### src/rtl/mbox_fifo_apb.sv
// Mailbox endpoint: APB register front-end with TX/RX word FIFOs, level interrupts
// and an abort handshake toward the peer CPU complex over valid/ready/done/abort.
module mbox_fifo_apb #(
  parameter int unsigned DW    = 32,
  parameter int unsigned DEPTH = 8
) (
  input  logic          pclk,
  input  logic          resetn,
  input  logic          psel,
  input  logic          penable,
  input  logic          pwrite,
  input  logic [11:0]   paddr,
  input  logic [31:0]   pwdata,
  output logic [31:0]   prdata,
  output logic          pready,
  output logic [DW-1:0] mbox_w_dat,
  output logic          mbox_w_valid,
  input  logic          mbox_w_ready,
  output logic          mbox_w_done,
  input  logic [DW-1:0] mbox_r_dat,
  input  logic          mbox_r_valid,
  output logic          mbox_r_ready,
  input  logic          mbox_r_done,
  output logic          mbox_w_abort,
  input  logic          mbox_r_abort,
  output logic [3:0]    irq
);

  localparam int unsigned LW = $clog2(DEPTH + 1);
  localparam int unsigned AW = $clog2(DEPTH);

  typedef enum logic [1:0] {ST_IDLE, ST_LOCAL, ST_ACK} state_t;

  state_t            state, state_nxt;
  logic [DW-1:0]     tx_mem [DEPTH];
  logic [DW-1:0]     rx_mem [DEPTH];
  logic [AW-1:0]     tx_wp, tx_rp, rx_wp, rx_rp;
  logic [LW-1:0]     tx_level, rx_level, rx_level_nxt, rxthr;
  logic [3:0]        ie, ip, ip_set, ip_clr;
  logic              tx_err, rx_err, abort_ack, done_pend, w_done_q;
  logic              flush, set_abort_done, set_abort_init;

  logic wr_en, rd_en;
  logic a_wdata, a_rdata, a_status, a_ie, a_ip, a_rxthr, a_abort, a_done;
  logic idle, tx_full, tx_empty, rx_full, rx_empty;
  logic tx_push, tx_pop, tx_push_err, rx_push, rx_pop, rx_pop_err;
  logic abort_wr, abort_start, done_wr, done_fire, thr_hit, status_rd;
  logic unused_bits;

  assign wr_en    = psel & penable & pwrite;
  assign rd_en    = psel & penable & ~pwrite;
  assign a_wdata  = (paddr == 12'h000);
  assign a_rdata  = (paddr == 12'h004);
  assign a_status = (paddr == 12'h008);
  assign a_ie     = (paddr == 12'h00C);
  assign a_ip     = (paddr == 12'h010);
  assign a_rxthr  = (paddr == 12'h014);
  assign a_abort  = (paddr == 12'h018);
  assign a_done   = (paddr == 12'h01C);

  assign idle     = (state == ST_IDLE);
  assign tx_full  = (tx_level == LW'(DEPTH));
  assign tx_empty = (tx_level == '0);
  assign rx_full  = (rx_level == LW'(DEPTH));
  assign rx_empty = (rx_level == '0);

  // Outside IDLE the APB side sees TX as full and RX as empty
  assign tx_push     = wr_en & a_wdata & ~tx_full & idle;
  assign tx_push_err = wr_en & a_wdata & ~(~tx_full & idle);
  assign tx_pop      = mbox_w_valid & mbox_w_ready;
  assign rx_push     = mbox_r_valid & mbox_r_ready;
  assign rx_pop      = rd_en & a_rdata & ~rx_empty & idle;
  assign rx_pop_err  = rd_en & a_rdata & ~(~rx_empty & idle);

  assign abort_wr    = wr_en & a_abort & pwdata[0];
  assign abort_start = abort_wr & idle;
  assign done_wr     = wr_en & a_done & pwdata[0];
  assign done_fire   = done_pend & tx_empty & idle;
  assign status_rd   = rd_en & a_status;

  assign rx_level_nxt = rx_level + LW'(rx_push) - LW'(rx_pop);
  assign thr_hit = (rxthr != '0) && (rx_level < rxthr) && (rx_level_nxt >= rxthr) && !flush;

  assign ip_set = {tx_push_err | rx_pop_err, set_abort_done, set_abort_init, mbox_r_done | thr_hit};
  assign ip_clr = (wr_en & a_ip) ? pwdata[3:0] : 4'h0;

  assign mbox_w_dat   = tx_mem[tx_rp];
  assign mbox_w_valid = ~tx_empty & idle;
  assign mbox_r_ready = resetn & ~rx_full & idle;
  assign mbox_w_abort = (state == ST_LOCAL) | (state == ST_ACK);
  assign mbox_w_done  = w_done_q;
  assign irq          = ip & ie;
  assign pready       = 1'b1;
  assign unused_bits  = ^pwdata;

  always_comb begin
    state_nxt      = state;
    flush          = 1'b0;
    set_abort_done = 1'b0;
    set_abort_init = 1'b0;
    case (state)
      ST_IDLE: begin
        if (abort_wr) begin
          state_nxt = ST_LOCAL;
          flush     = 1'b1;
        end else if (mbox_r_abort) begin
          state_nxt      = ST_ACK;
          flush          = 1'b1;
          set_abort_init = 1'b1;
        end
      end
      ST_LOCAL: begin
        if (mbox_r_abort) begin
          state_nxt      = ST_IDLE;
          set_abort_done = 1'b1;
        end
      end
      ST_ACK:  state_nxt = ST_IDLE;
      default: state_nxt = ST_IDLE;
    endcase
  end

  always_ff @(posedge pclk or negedge resetn) begin
    if (!resetn) state <= ST_IDLE;
    else         state <= state_nxt;
  end

  always_ff @(posedge pclk) begin
    if (tx_push) tx_mem[tx_wp] <= pwdata[DW-1:0];
    if (rx_push) rx_mem[rx_wp] <= mbox_r_dat;
  end

  always_ff @(posedge pclk or negedge resetn) begin
    if (!resetn) begin
      tx_wp    <= '0;
      tx_rp    <= '0;
      tx_level <= '0;
      rx_wp    <= '0;
      rx_rp    <= '0;
      rx_level <= '0;
    end else if (flush) begin
      tx_wp    <= '0;
      tx_rp    <= '0;
      tx_level <= '0;
      rx_wp    <= '0;
      rx_rp    <= '0;
      rx_level <= '0;
    end else begin
      if (tx_push) tx_wp <= tx_wp + 1'b1;
      if (tx_pop)  tx_rp <= tx_rp + 1'b1;
      tx_level <= tx_level + LW'(tx_push) - LW'(tx_pop);
      if (rx_push) rx_wp <= rx_wp + 1'b1;
      if (rx_pop)  rx_rp <= rx_rp + 1'b1;
      rx_level <= rx_level_nxt;
    end
  end

  always_ff @(posedge pclk or negedge resetn) begin
    if (!resetn) begin
      ie        <= '0;
      ip        <= '0;
      rxthr     <= LW'(1);
      tx_err    <= 1'b0;
      rx_err    <= 1'b0;
      abort_ack <= 1'b0;
      done_pend <= 1'b0;
      w_done_q  <= 1'b0;
    end else begin
      if (wr_en & a_ie)    ie    <= pwdata[3:0];
      if (wr_en & a_rxthr) rxthr <= pwdata[LW-1:0];
      ip       <= (ip & ~ip_clr) | ip_set;
      tx_err   <= (tx_err & ~(wr_en & a_status & pwdata[4])) | tx_push_err;
      rx_err   <= (rx_err & ~(wr_en & a_status & pwdata[5])) | rx_pop_err;
      w_done_q <= done_fire;
      // A DONE write landing while one is pending or firing merges into it
      if (flush | done_fire) done_pend <= 1'b0;
      else if (done_wr)      done_pend <= 1'b1;
      if (set_abort_done)                abort_ack <= 1'b1;
      else if (abort_start | status_rd)  abort_ack <= 1'b0;
    end
  end

  function automatic logic [7:0] lvl8(input logic [LW-1:0] l);
    logic [8:0] w;
    w = 9'(l);
    return w[8] ? 8'hFF : w[7:0];
  endfunction

  always_comb begin
    prdata = '0;
    if (rd_en) begin
      case (paddr)
        12'h004: prdata = rx_pop ? 32'(rx_mem[rx_rp]) : '0;
        12'h008: prdata = {8'h00, lvl8(rx_level), lvl8(tx_level), 2'b00, rx_err, tx_err,
                           abort_ack, state == ST_LOCAL, ~tx_full, ~rx_empty};
        12'h00C: prdata = {28'h0, ie};
        12'h010: prdata = {28'h0, ip};
        12'h014: prdata = 32'(rxthr);
        default: prdata = '0;
      endcase
    end
  end

endmodule

### config.mk
export PLATFORM = sky130hd
export DESIGN_NAME = mbox_fifo_apb
export DESIGN_NICKNAME = d
export VERILOG_FILES = /design/src/rtl/mbox_fifo_apb.sv
export SDC_FILE = /design/constraint.sdc
export NUM_CORES = 1
export LEC_CHECK = 0
export CORE_ASPECT_RATIO = 0.6
export CORE_MARGIN = 10
export CORE_UTILIZATION = 50
export CTS_CLUSTER_DIAMETER = 60
export CTS_CLUSTER_SIZE = 16
export DETAILED_ROUTE_END_ITERATION = 7
export GPL_TIMING_DRIVEN = 0
export HOLD_SLACK_MARGIN = 0.12
export MAX_ROUTING_LAYER = met4
export PLACE_DENSITY = 0.7
export SLEW_MARGIN = 10
export SYNTH_ARGS = -nofsm -noshare
export SYNTH_HDL_FRONTEND = slang
export SYNTH_SLANG_ARGS = --single-unit
export TNS_END_PERCENT = 5
### constraint.sdc
create_clock -name pclk -period 6.97 [get_ports pclk]
set_clock_uncertainty 0.05 [all_clocks]
set_input_delay 0.697 -clock pclk [delete_from_list [all_inputs] [get_ports pclk]]
set_output_delay 0.697 -clock pclk [all_outputs]
set_load 0.02 [all_outputs]
==> impl_metrics.csv <==
group,metric,value,unit
status,status,"finished clean",
cts,cts_tree,"done",
synth,netlist_area,0.0222,mm²
global_routing,antenna_found_initial,3,
timing,hold_violations,0,
die,initial_core_util,50.9,%
synth,synth_area_leader_cell,"edfxtp_1",
layout,area_growth,18.0,%
placed_design,dp_hpwl,34.1,mm
timing,fmax,228,MHz
run,maxCapViolations,0,
worst_setup_path,path_max_fanout,10,
layout,post-route-util,60.1,%
cts,cts_buffer_depth,3,
synth,synth.top_cell.area_share,69.3,%
die,core_area,0.0436,mm²
placed_design,place_ws,2.24,ns
die,rows,59,
die,dieArea,0.0535,mm²
cts,clk_latency,0.55,ns
worst_setup_path,arrival,3.64,ns
die,die_h,183,µm
synth,synth-seq-cells,551,
routing,finalWirelength,49.7,mm
timing,period_minus_slack,4.39,ns
layout,drive_gt1_share,22.7,%
routing,drt.antenna.violating_nets,0,
synth,synth.avg_cell_area,19.9,µm²
synth,synth_edf_count,512,
routing,first_pass_iters,5,
die,ios,158,
cts,cts_sinks,551,
timing,rsz0062_at_grt,"false",
die,die_x,292,µm
worst_setup_path,worst_setup_path_end_kind,"output pin",
placed_design,place_congestion,0.847,
synth,synth_flop_cell,"edfxtp_1",
min_path,min_path_cells,1,
synth,ys_types,63,
global_routing,grt_pass1_wl,74.9,mm
routing,wl_per_cell,25.5,µm
synth,synthArstFlopShare,7.08,%
timing,setup_viol,0,
routing,first_iter_violations,1155,
routing,drc_errors,0,
cts,clock-root-buffer,"clkbuf_16",
synth,synth_cells,1116,
routing,via_per_inst,5.83,
routing,num_vias,11379,
worst_setup_path,reg2reg_depth,18,
worst_setup_path,r2r_setup_slack,2.67,ns
placed_design,portBuffers,155,
synth,yosysWarnings,0,
timing,finalCritPeriodShare,63.0,%
global_routing,grtUsageTotal,19.1,%
synth,ys_seq_area_share,73.7,%
cts,cts_buffers,40,
layout,stdcell_area,0.0262,mm²
worst_setup_path,crit_type,"in -> out",
worst_setup_path,critPathLaunchType,"primary input",
min_path,min_path_type,"reg -> reg",
pwr,p_leak,8.38,nW
timing,maxSlewViolCount,0,
cts,h-tree-depth,2,
pwr,power-per-cell-area,280,mW/mm²
global_routing,grt_pass1_vias,11782,
global_routing,grt_max_degree,37,
pwr,total_power,0.00734,W
synth,synth.area.top_cells,"edfxtp_1 (69%), mux4_2 (12%), dfrtp_1 (4.3%)",
pwr,ir_drop,0.000259,V
cts,clkTransAtPathRegs,0.07,ns
placed_design,placed_cell_area,0.0250,mm²
global_routing,gr-total-overflow,0,
cts,post_cts_buffers,0,
synth,synthesis.nets,1228,
timing,relSlewSlack,43.2,%
layout,final_cell_count_no_fill,1953,
layout,layout.nets,1459,
worst_setup_path,worstPathRequired,6.22,ns
placed_design,placed_cells_incl_taps,1883,
timing,worstMarginPinSlew,0.852,ns
timing,layout_setup_ws,2.58,ns
==> per-layer routing <==
layer | GRT usage (%) | routed length [µm] | vias up
met5 | - | 0 | -
met4 | 3.84 | 700 | 0
met3 | 3.21 | 3230 | 51
met2 | 28.5 | 23200 | 368
met1 | 27.5 | 22600 | 5969
li1 | - | - | 4991
==> per-stage QoR <==
| step | hold WS [ns] | setup TNS, ns |
|---|---|---|
| floorplan | 0.351 | 0 |
| global placement | 0.439 | -106.76 |
| detailed placement | 0.444 | 0 |
| CTS | 0.461 | 0 |
| global route | 0.467 | 0 |
| finish | 0.467 | 0 |
==> where the power goes <==
part,switching [W],internal (W)
logic,0.000770,0.000689
registers,0.0000432,0.00370
clock network,0.00105,0.00109
total,0.00186,0.00548
==> Yosys cell counts (8+ instances only) <==
| library cell | instances |
|---|---|
| edfxtp_1 | 512 |
| mux4_2 | 120 |
| nand2_1 | 56 |
| mux2_2 | 50 |
| a21oi_1 | 42 |
| dfrtp_1 | 38 |
| inv_1 | 30 |
| ha_1 | 25 |
| mux2i_1 | 22 |
| nor2_1 | 22 |
| clkbuf_1 | 18 |
| buf_2 | 16 |
| nand3_1 | 13 |
| a22oi_1 | 12 |
| buf_4 | 12 |
| and2_1 | 10 |
| o21ai_0 | 10 |
| nand4_1 | 9 |
| nor2b_1 | 8 |
==> cell usage in the layout, fill, tap and decap left out, types with 9 or more instances in the layout <==
| cell | netlist | final |
|---|---|---|
| edfxtp_1 | 512 | 512 |
| clkdlybuf4s50_1 | 0 | 154 |
| mux4_2 | 120 | 120 |
| nand2_1 | 56 | 56 |
| mux2_2 | 50 | 50 |
| a21oi_1 | 42 | 42 |
| clkbuf_1 | 18 | 41 |
| clkbuf_16 | 0 | 41 |
| dfrtp_1 | 38 | 38 |
| inv_1 | 30 | 30 |
| ha_1 | 25 | 25 |
| buf_4 | 12 | 23 |
| mux2i_1 | 22 | 22 |
| buf_2 | 16 | 17 |
| nor2_1 | 22 | 15 |
| buf_6 | 5 | 13 |
| nand3_1 | 13 | 13 |
| a22oi_1 | 12 | 12 |
| and2_1 | 10 | 10 |
| o21ai_0 | 10 | 10 |
| nand4_1 | 9 | 9 |
==> final timing paths <==
path,start,end
max,paddr[9],prdata[0]
min,rx_err,rx_err
max reg2reg,rx_level[2],ip[0]
min reg2reg,rx_err,rx_err
max in group asynchronous,resetn,rxthr[0]
min in group asynchronous,resetn,state[1]
==> worst max-delay path: stages <==
cell and delay, ns:
clkdlybuf4s50_1 0.40, nor4_1 0.35, nor4b_1 0.42, nand4_1 0.49
buf_2 0.37, a21oi_1 0.23, clkdlybuf4s50_1 0.68
==> area by class of cell <==
cell class / instances / area [µm²]
antenna: 4 / 10.0
buffer: 54 / 305
clock buffer: 64 / 1110
clock inverter: 1 / 11.3
fill: 3087 / 17400
inverter: 30 / 113
multi-input combinational: 481 / 5490
sequential: 551 / 16400
tap: 579 / 724
timing repair buffer: 189 / 2050
==> logic make-up (layout without fill, tap and decap cells) <==
kind of cell | count (synthesis) | in the layout | synth area share, %
other | 1 | 5 | 0.0169
and+or+nand+nor | 165 | 165 | 4.25
adders and majority gates | 27 | 27 | 1.59
muxes | 192 | 192 | 15.7
xor gates and xnor gates | 6 | 6 | 0.237
buffers and inverters | 84 | 338 | 1.88
DFF | 551 | 551 | 73.7
AOI/OAI and AO/OA | 90 | 90 | 2.59
==> sequential cells by signal (all words and copies together) (netlist names) <==
signal,flops
rx_wp,3
rx_mem,256
rx_rp,3
state,2
mbox_w_done,1
rxthr,4
tx_err,1
abort_ack,1
tx_mem,256
done_pend,1
ip,4
ie,4
tx_level,4
tx_rp,3
rx_level,4
tx_wp,3
rx_err,1
==> what timing repair did <==
item / 4_1_cts / 5_1_grt
endpoints found under the hold margin: 5 / 0
gates resized for setup: 0 / 0
hold buffers: 1 / 0
Power figures use the tool's default switching activity.
